File: src/rtl/datapath_regfile_alu.sv
// datapath_regfile_alu
// Execution half of the controller/datapath pair. It holds a small register
// file, two operand muxes, an ALU and a one-bit shifter. It also has a
// registered result/flag stage that the control FSM branches on. An external
// load port seeds registers before a control program starts.
module datapath_regfile_alu #(
  parameter int WIDTH = 8,
  parameter int NREGS = 4
) (
  input  logic             clk,
  input  logic             rst_in,
  input  logic [7:0]       selection_multa,
  input  logic [7:0]       selection_multb,
  input  logic [7:0]       selection_alu,
  input  logic [7:0]       selection_sr,
  input  logic [NREGS-1:0] writer,
  input  logic             clr_in,
  input  logic             load_en,
  input  logic [7:0]       load_addr,
  input  logic [WIDTH-1:0] load_data,
  input  logic [7:0]       rd_addr,
  output logic [WIDTH-1:0] rd_data,
  output logic [WIDTH-1:0] res_q,
  output logic             fov,
  output logic             fcarry,
  output logic             fneg,
  output logic             fzero
);

  logic [WIDTH-1:0] regs [NREGS];

  logic [WIDTH-1:0] op_a;
  logic [WIDTH-1:0] op_b;
  logic [WIDTH-1:0] b_eff;
  logic             cin;
  logic [WIDTH:0]   sum;
  logic             is_arith;
  logic [WIDTH-1:0] alu_out;
  logic             alu_carry;
  logic             alu_ov;
  logic [WIDTH-1:0] sh_out;
  logic             sh_on;
  logic             sh_carry;

  // Operand and debug-read muxes; the full 8-bit index is compared, so any
  // out-of-range select yields 0 instead of aliasing onto a real register.
  always_comb begin
    op_a    = '0;
    op_b    = '0;
    rd_data = '0;
    for (int i = 0; i < NREGS; i++) begin
      if (32'(selection_multa) == 32'(i)) op_a = regs[i];
      if (32'(selection_multb) == 32'(i)) op_b = regs[i];
      if (32'(rd_addr) == 32'(i))         rd_data = regs[i];
    end
  end

  // ALU: a single adder handles add and subtract (A + ~B + 1), so for
  // subtraction the carry-out means "no borrow".
  always_comb begin
    is_arith = (selection_alu == 8'd1) || (selection_alu == 8'd2);
    b_eff    = (selection_alu == 8'd2) ? ~op_b : op_b;
    cin      = (selection_alu == 8'd2);
    sum      = {1'b0, op_a} + {1'b0, b_eff} + {{WIDTH{1'b0}}, cin};
    case (selection_alu)
      8'd0:    alu_out = op_a;
      8'd1:    alu_out = sum[WIDTH-1:0];
      8'd2:    alu_out = sum[WIDTH-1:0];
      8'd3:    alu_out = op_a & op_b;
      8'd4:    alu_out = op_a | op_b;
      8'd5:    alu_out = op_a ^ op_b;
      8'd6:    alu_out = ~op_a;
      8'd7:    alu_out = op_b;
      default: alu_out = '0;
    endcase
    alu_carry = is_arith & sum[WIDTH];
    alu_ov    = is_arith & (op_a[WIDTH-1] == b_eff[WIDTH-1]) &
                (sum[WIDTH-1] != op_a[WIDTH-1]);
  end

  // Shifter on the ALU output; when active, its shifted-out bit replaces the adder carry.
  always_comb begin
    sh_on    = 1'b1;
    sh_out   = alu_out;
    sh_carry = 1'b0;
    case (selection_sr)
      8'd1: begin
        sh_out   = {alu_out[WIDTH-2:0], 1'b0};
        sh_carry = alu_out[WIDTH-1];
      end
      8'd2: begin
        sh_out   = {1'b0, alu_out[WIDTH-1:1]};
        sh_carry = alu_out[0];
      end
      8'd3: begin
        sh_out   = {alu_out[WIDTH-1], alu_out[WIDTH-1:1]};
        sh_carry = alu_out[0];
      end
      default: sh_on = 1'b0;
    endcase
  end

  // Result/flag stage: updates every cycle, with clr_in forcing it to zero.
  always_ff @(posedge clk or negedge rst_in) begin
    if (!rst_in) begin
      res_q  <= '0;
      fov    <= 1'b0;
      fcarry <= 1'b0;
      fneg   <= 1'b0;
      fzero  <= 1'b0;
    end else if (clr_in) begin
      res_q  <= '0;
      fov    <= 1'b0;
      fcarry <= 1'b0;
      fneg   <= 1'b0;
      fzero  <= 1'b0;
    end else begin
      res_q  <= sh_out;
      fov    <= alu_ov & ~sh_on;
      fcarry <= sh_on ? sh_carry : alu_carry;
      fneg   <= sh_out[WIDTH-1];
      fzero  <= (sh_out == '0);
    end
  end

  // Register file writes. The external load beats a write-back to the same
  // register, and clr_in suppresses write-back but not loads.
  always_ff @(posedge clk or negedge rst_in) begin
    if (!rst_in) begin
      for (int i = 0; i < NREGS; i++) regs[i] <= '0;
    end else begin
      for (int i = 0; i < NREGS; i++) begin
        if (load_en && (32'(load_addr) == 32'(i))) regs[i] <= load_data;
        else if (!clr_in && writer[i])             regs[i] <= res_q;
      end
    end
  end

endmodule
File: config.mk
export PLATFORM = sky130hd
export DESIGN_NAME = datapath_regfile_alu
export DESIGN_NICKNAME = d
export VERILOG_FILES = /design/src/rtl/datapath_regfile_alu.sv
export SDC_FILE = /design/constraint.sdc
export NUM_CORES = 1
export LEC_CHECK = 0
export ABC_AREA = 1
export BUFFER_PORTS_ARGS = -buffer_cell sky130_fd_sc_hd__clkbuf_2
export CAP_MARGIN = 0
export CORE_MARGIN = 2
export CORE_UTILIZATION = 35
export CTS_CLUSTER_DIAMETER = 50
export DETAILED_ROUTE_END_ITERATION = 7
export GPL_TIMING_DRIVEN = 0
export SLEW_MARGIN = 20
export SYNTH_ARGS = -nofsm -noshare
export SYNTH_HDL_FRONTEND = slang
export SYNTH_SLANG_ARGS = --single-unit
export TNS_END_PERCENT = 100
File: constraint.sdc
create_clock -name clk -period 3.2 [get_ports clk]
set_clock_uncertainty 0.15 [all_clocks]
set_input_delay 0.32 -clock clk [delete_from_list [all_inputs] [get_ports clk]]
set_output_delay 0.32 -clock clk [all_outputs]
set_load 0.005 [all_outputs]
==> run metrics, run 1 <==
Leak=~2.6 nW; Sequential cell area=approximately 1100 um^2; Post-synth EDFFs=0; CTS Sinks=43; GP Congestion=roughly 0.9; Syn. warnings=0; CTS tree=built; DR pass1 iterations=8; Top-Level Pins=84; share of cells above drive strength 1=just under 30%; slew margin rel.=between 30% and 40%; clock transition at the registers of the reported paths=0.07 ns; fin. max-slew vios=0; period utilization=slightly below 100%; pwr dens=roughly 230 nW/um^2; deepest clock path buffer count=2; Die Y-Extent=between 100 and 150 um; GRT Overall Usage=between 20% and 30%; Synth Register Bits=43; DR WL met3=882 um; area taken by multi-input logic gates=roughly 2900 um^2; Distinct cells, synth=43; met2 WL=around 6.5 mm; crit-path max FO=5; placed wire-length estimate=10.9 mm; Final nets=821; drt wl/cell=between 15 and 20 um; total CTS buffers=5; synthesized net count=701; vias per cell=~5.4; Synth async-reset ratio=100%; die width=approximately 110 um; Post-synth top flop=dfrtp_1; global-route wire length before repair=approximately 22 mm; core area=11500 um^2; Port Buffers=between 80 and 90; RR Startpoint=regs[18]; Hold Path Stages=4; Worst setup endpoint=res_q[5]; M1 WL=roughly 6.3 mm; n_diodes=0; DRC viols=7; initial core utilization=36.2%; mapped cell area=~4200 um^2; Remaining Overflow, GRT=0; CTS H-tree lvls=2; DR vias=about 4.8k; Worst Setup SP=selection_multb[4]; die area=approximately 13000 um^2; Initial DRC Count=approximately 450; FMAX=around 0.32 GHz; crit path kind=in2reg; fin util=roughly 47%; Avg Inst Size Synth=~6.8 um^2; post-route ant nets=0; largest net degree at the start of global routing=44; final hold vios=0; Area contributors post-synth=dfrtp_1, nand2_1, inv_1; Seq/Total Area, Yosys=about a quarter; top routing layer used=met4; worst skew pair latency=0.29 ns; R2R Setup Slk=about 0.08 ns; Critical Path RT=between 3 and 4 ns; RSZ-0062 raised after global routing=yes; critical path endpoint category=register; FF-to-FF End=res_q[5]; min cycle time layout=between 3 and 4 ns; Reg2Reg Depth=21; HP Class=in2reg; maximum vdd ir drop=0.000186 V; Yosys top cell area share=approximately a quarter; Hold Slack=0.230 ns; synthesis-to-layout area growth=29.3%; # setup viols final=0; post-synth top area cell=dfrtp_1; Fill cells=about 1.2k; drt total wl=roughly 14 mm; Critical Path Start Type=primary input; FP Rows=39; clock root buffer=clkbuf_16; Post-Syn Instances=roughly 600; status=complete, but fails checks; failing checks=design-rule violations; vias in the first global route=about 4.5k; Worst-Margin Slew=about 0.94 ns; Arr. time, crit path=~3.2 ns; initial antenna violation count=0; max_cap viols=0
-- power by group --
group | internal, mW | switching, mW
clock | 0.289 | 0.220
combinational | 0.0588 | 0.104
sequential | 0.549 | 0.00426
total | 0.897 | 0.328
-- cells by family (layout without fill, tap and decap cells) --
| family | Yosys count | after routing | synth area share (%) |
|---|---|---|---|
| adder cells (fa/ha/maj) | 24 | 24 | 7.38 |
| XOR/XNOR | 7 | 7 | 1.47 |
| buffers and inverters | 115 | 236 | 10.6 |
| AND/OR/NAND/NOR | 301 | 301 | 35.4 |
| flip-flops | 43 | 43 | 25.8 |
| AO/OA/AOI/OAI | 123 | 123 | 19.4 |
-- timing repair --
item,in CTS,in global routing
endpoints found under the hold margin,43,0
pin swaps,10,39
setup endpoints to repair,7,9
hold buffers,1,0
gates resized for setup,21,56
gates cloned,0,0
setup buffers,10,20
-- worst min-delay path by stage --
stage,to,slack [ns],startpoint
2_1_floorplan,fcarry,-0.13,rst_in
3_5_place_dp,regs[30],0.26,rst_in
6_report,fcarry,0.23,selection_sr[1]
4_1_cts,fcarry,0.23,selection_sr[1]
3_3_place_gp,regs[18],0.41,regs[18]
5_1_grt,regs[15],0.27,load_data[7]
-- layout make-up --
type / instances / share of cell area, %
Sequential cell: 43 / 19.9
Inverter: 108 / 7.98
Clock buffer: 6 / 2.39
Buffer: 7 / 0.556
Multi-Input combinational cell: 455 / 52.8
Clock inverter: 2 / 0.232
Tap cell: 143 / 3.32
Timing Repair Buffer: 113 / 12.8
-- sequential cells by signal, summed over array words and instances (netlist names) --
register / cells
fcarry: 1
fneg: 1
res_q: 7
regs: 32
fov: 1
fzero: 1
-- metal layers --
| layer | track usage [%] | vias to the layer above |
|---|---|---|
| li1 | - | 2331 |
| met1 | 30.4 | 2239 |
| met2 | 35.2 | 168 |
| met3 | 2.68 | 18 |
| met4 | 5.61 | 0 |
| met5 | 0 | - |
-- synth_stat cells, types with 2 or more instances --
| library cell | count |
|---|---|
| nor2_2 | 4 |
| o22ai_1 | 8 |
| ha_1 | 23 |
| nor4_1 | 8 |
| nand4_1 | 9 |
| a221oi_1 | 3 |
| xor2_1 | 7 |
| or2_2 | 3 |
| nand2_4 | 5 |
| o21ai_0 | 30 |
| nor4_4 | 2 |
| clkbuf_1 | 6 |
| dfrtp_1 | 43 |
| nor2_1 | 51 |
| nand3_2 | 5 |
| nand3_1 | 64 |
| inv_2 | 7 |
| o21ai_2 | 8 |
| a22oi_1 | 2 |
| nor3_1 | 10 |
| nand2_2 | 12 |
| o211ai_1 | 8 |
| a21oi_1 | 29 |
| nor2_4 | 3 |
| nor3b_1 | 2 |
| inv_1 | 98 |
| o221ai_1 | 27 |
| o21ai_1 | 4 |
| nand2_1 | 118 |
-- metrics by stage --
| step | setup WS (ns) | setup TNS [ns] | instances | total power [mW] | area, um^2 |
|---|---|---|---|---|---|
| final | 0.0261 | 0 | 877 | 1.22 | 5400 |
| after global routing | -0.246 | -0.669 | 877 | 1.27 | 5400 |
| after CTS | -0.0248 | -0.0248 | 857 | 1.21 | 5060 |
| after detailed placement | -0.677 | -4.16 | 838 | 0.705 | 4770 |
| after floorplan | 0.0391 | 0 | 613 | 0.627 | 4170 |
| after global placement | -0.605 | -3.38 | 838 | 0.700 | 4760 |
-- critical path: stages --
cell and delay [ns]:
buf_6 0.10, nor2_4 0.11, nand2_4 0.09, nor4_4 0.21, buf_4 0.17, inv_2 0.07, o21ai_4 0.19, xor2_1 0.17
ha_1 0.27, inv_1 0.11, nor2_4 0.05, o21ai_2 0.15, nand2_1 0.09, nand2_2 0.10, a21oi_4 0.06, nor2_1 0.08
nand2_1 0.06, nand3_1 0.09, nand4_1 0.18, nand2_1 0.12, nand2_1 0.08, a21oi_2 0.14, buf_4 0.13, nor2_1 0.03
-- cell usage in the layout, fill, tap and decap left out, types with 4 or more instances in the layout --
cell and instances:
inv_2 9, nand3_2 6, nor3_1 8, xor2_1 6
ha_1 23, o22ai_1 8, nand2_2 20, nand2_1 106
inv_1 91, buf_4 28, nor2_1 46, nor2_2 4
dfrtp_1 43, clkbuf_1 7, nor2_4 8, nand2_4 9
o211ai_1 8, inv_4 5, o221ai_1 27, o21ai_1 7
nor4_1 7, buf_6 6, clkbuf_16 5, o21ai_2 12
o21ai_0 22, nand3_1 62, clkbuf_2 77, nand4_1 9
a21oi_1 26
Note: power is estimated with default switching activity, not from simulation.
==> inputs of run 2 (changes only) <==
--- a/config.mk
+++ b/config.mk
@@ -5,7 +5,6 @@
 export SDC_FILE = /design/constraint.sdc
 export NUM_CORES = 1
 export LEC_CHECK = 0
-export ABC_AREA = 1
 export BUFFER_PORTS_ARGS = -buffer_cell sky130_fd_sc_hd__clkbuf_2
 export CAP_MARGIN = 0
 export CORE_MARGIN = 2
==> constraint.sdc (replaced) <==
create_clock -name clk -period 3.8 [get_ports clk]
set_clock_uncertainty 0.15 [all_clocks]
set_input_delay 0.38 -clock clk [delete_from_list [all_inputs] [get_ports clk]]
set_output_delay 0.38 -clock clk [all_outputs]
set_load 0.005 [all_outputs]
==> run metrics, run 2 <==
Critical Path Start Type=register; Switching Share=22.5% (-4.3 points); Seq/Total Area, Yosys=24.5% (-1.3 points); Synth async-reset ratio=100% (unchanged); total CTS buffers=5 (unchanged); clock root buffer=clkbuf_16; drt wl/cell=17.9 um (+13%); RSZ-0062 raised after global routing=yes; worst skew pair latency=0.28 ns (about the same); most common cell after layout, fill and taps aside=clkbuf_2; most frequent cells after synthesis=nor2_1, dfrtp_1, nand2_1; Psw=0.261 mW (-20%); HP Class=in2async; Port Buffers=73 (-11%); setup slack after layout=0.0728 ns (+0.0468 ns); drt total wl=13.2 mm (-4.9%); min cycle time layout=around 3.7 ns; final hold vios=0 (unchanged); CTS tree=built; Worst path slowest cell=mux4_2; Final nets=659 (-20%); post-synth top area cell=dfrtp_1; critical path endpoint category=register; FP Rows=40 (+2.6%); # setup viols final=0 (unchanged); max FFs per register=32 (unchanged); clock transition at the registers of the reported paths=0.06 ns (about the same); hold-fix buffer count after cts=0 (-1); Reg with most FFs=regs; Post-synth top flop=dfrtp_1; Placed Area=4980 um^2 (+4.4%); initial core utilization=36.2% (-0.082 points); DR vias=4206 (-12%); Initial DRC Count=225 (-50%); design area=5270 um^2 (-2.3%); kind of cell adding the most delay to the critical path=simple AND/OR/NAND/NOR gates; max_cap viols=0 (unchanged); pwr dens=221 nW/um^2 (-2.7%); Int Power=0.902 mW (+0.61%); Clk pwr share=47.2% (+5.7 points); Post-synth EDFFs=0 (unchanged); FMAX=about 0.27 GHz; most numerous cell in the Yosys netlist=nor2_1; Synth Register Bits=43 (unchanged); Hold Slack=0.109 ns (-0.122 ns); mapped cell area=4400 um^2 (+5.4%); Distinct cells, synth=62 (+44%); share of cells above drive strength 1=23.3% (-6.2 points); placed wire-length estimate=10.3 mm (-5.3%); fin. max-slew vios=0 (unchanged); synthesis-to-layout area growth=19.9%; power share of the sequential group=40.2% (-5.0 points); Remaining Overflow, GRT=0 (unchanged); largest net degree at the start of global routing=44 (unchanged); top flop regs=regs: 32 flops, res_q: 7 flops; n_diodes=0 (unchanged); pre-CTS WS=-0.672 ns (+0.00455 ns); slew margin rel.=34.7% (-2.1 points); vias in the first global route=4094 (-10%); deepest clock path buffer count=2 (unchanged); status=completed; Top-Level Pins=84 (unchanged); global-route wire length before repair=21.3 mm (-4.5%); critical path's largest stage delay=0.50 ns (+0.23 ns); post-route ant nets=0 (unchanged); initial antenna violation count=0 (unchanged); DR pass1 iterations=5 (-3); maximum vdd ir drop=0.000340 V (+83%); CTS H-tree lvls=2 (unchanged); crit-path cells=mux4_2 -> and3_4 -> mux2i_4 -> inv_2 -> fa_2 -> xor2_2 -> nor2_1 -> o211ai_1 -> nand3_2 -> a221oi_2 -> o2111ai_1 -> or3_1 -> nor4_2; period utilization=about 98%; DRC viols=0 (-7); die area=13500 um^2 (+5.2%); Fill cells=1213 (+0.66%); Worst-Margin Slew=0.978 ns (+0.0369 ns); Leak=2.52 nW (-4.3%); die width=116 um (+2.6%); combinational power share=12.6% (-0.7 points); CP Buf/Inv Count=1 (-4); Die Y-Extent=116 um (+2.6%); Arr. time, crit path=3.76 ns (+0.58 ns); Yosys top cell area share=24.5% (-1.3 points); GRT Overall Usage=20.2% (-1.4 points); most frequent cells in the layout=clkbuf_2, nor2_1, dfrtp_1; crit-path max FO=5 (unchanged); CTS Sinks=43 (unchanged); core area=12200 um^2 (+5.6%); GP Congestion=0.941 (+1.6%); vias per cell=5.68 (+4.8%); crit path kind=reg2reg; Critical Path RT=3.84 ns (+0.63 ns); Area contributors post-synth=dfrtp_1, mux2i_1, mux4_1; synthesized net count=574 (-18%); Post-Syn Instances=486 (-21%); Syn. warnings=0 (unchanged); Avg Inst Size Synth=9.05 um^2 (+33%)
[run 2: path summary, 6_finish.rpt]
kind,start,slack [ns],depth (start not counted),to
min in group clk,load_data[1],0.21,3,regs[25]
worst max-delay path,regs[8],0.07,13,fzero
worst max register to register,regs[8],0.07,13,fzero
max in group asynchronous,rst_in,2.80,1,regs[16]
worst min-delay path,rst_in,0.11,1,regs[13]
worst min register to register,regs[27],0.46,2,regs[27]
[run 2: per-stage QoR]
stage | util (%) | instances | power, mW | TNS, ns
CTS | 42.9 | 737 | 1.16 | 0
global route | 43.3 | 740 | 1.20 | -0.0664
floorplan | - | 486 | 0.551 | 0
detailed placement | 40.9 | 727 | 0.619 | -3.64
global placement | 40.9 | 727 | 0.616 | -3.03
finish | 43.3 | 740 | 1.16 | 0
[run 2: per-layer routing]
metal  share of wire (%)  GRT usage, %
met2                  49          34.7
met1                  43          27.4
met4                 1.4          4.68
met5                   0             0
met3                 6.0          2.51
[run 2: repair_timing]
| item | in CTS | in global routing |
|---|---|---|
| setup endpoints to repair | 6 | 5 |
| pin swaps | 7 | 14 |
| gates resized for setup | 8 | 9 |
| gates cloned | 0 | 0 |
| endpoints found under the hold margin | 0 | 0 |
| buffers inserted | 3 | 5 |
[run 2: layout make-up]
type | count | area (um^2) | area share [%]
inverters | 22 | 82.6 | 1.57
clock inverters | 2 | 60.1 | 1.14
flip-flops and latches | 43 | 1080 | 20.4
multi-input cells | 390 | 3160 | 60.0
well taps | 168 | 210 | 3.99
repair buffers | 81 | 425 | 8.07
clock buffers | 6 | 129 | 2.44
plain buffers | 28 | 128 | 2.42
[run 2: power groups by stage]
stage	clock, mW	combinational, mW	sequential (mW)
floorplan	0	0.0775	0.474
global placement	0	0.140	0.475
global route	0.571	0.160	0.468
CTS	0.552	0.145	0.467
finish	0.549	0.146	0.468
detailed placement	0	0.143	0.476
[run 2: cell families after synthesis]
| family | synth area share [%] |
|---|---|
| AOI/OAI and AO/OA | 15.0 |
| adders and majority gates | 7.00 |
| buffers and inverters | 5.21 |
| DFF | 24.5 |
| muxes | 22.7 |
| and+or+nand+nor | 22.6 |
| xor gates and xnor gates | 2.99 |
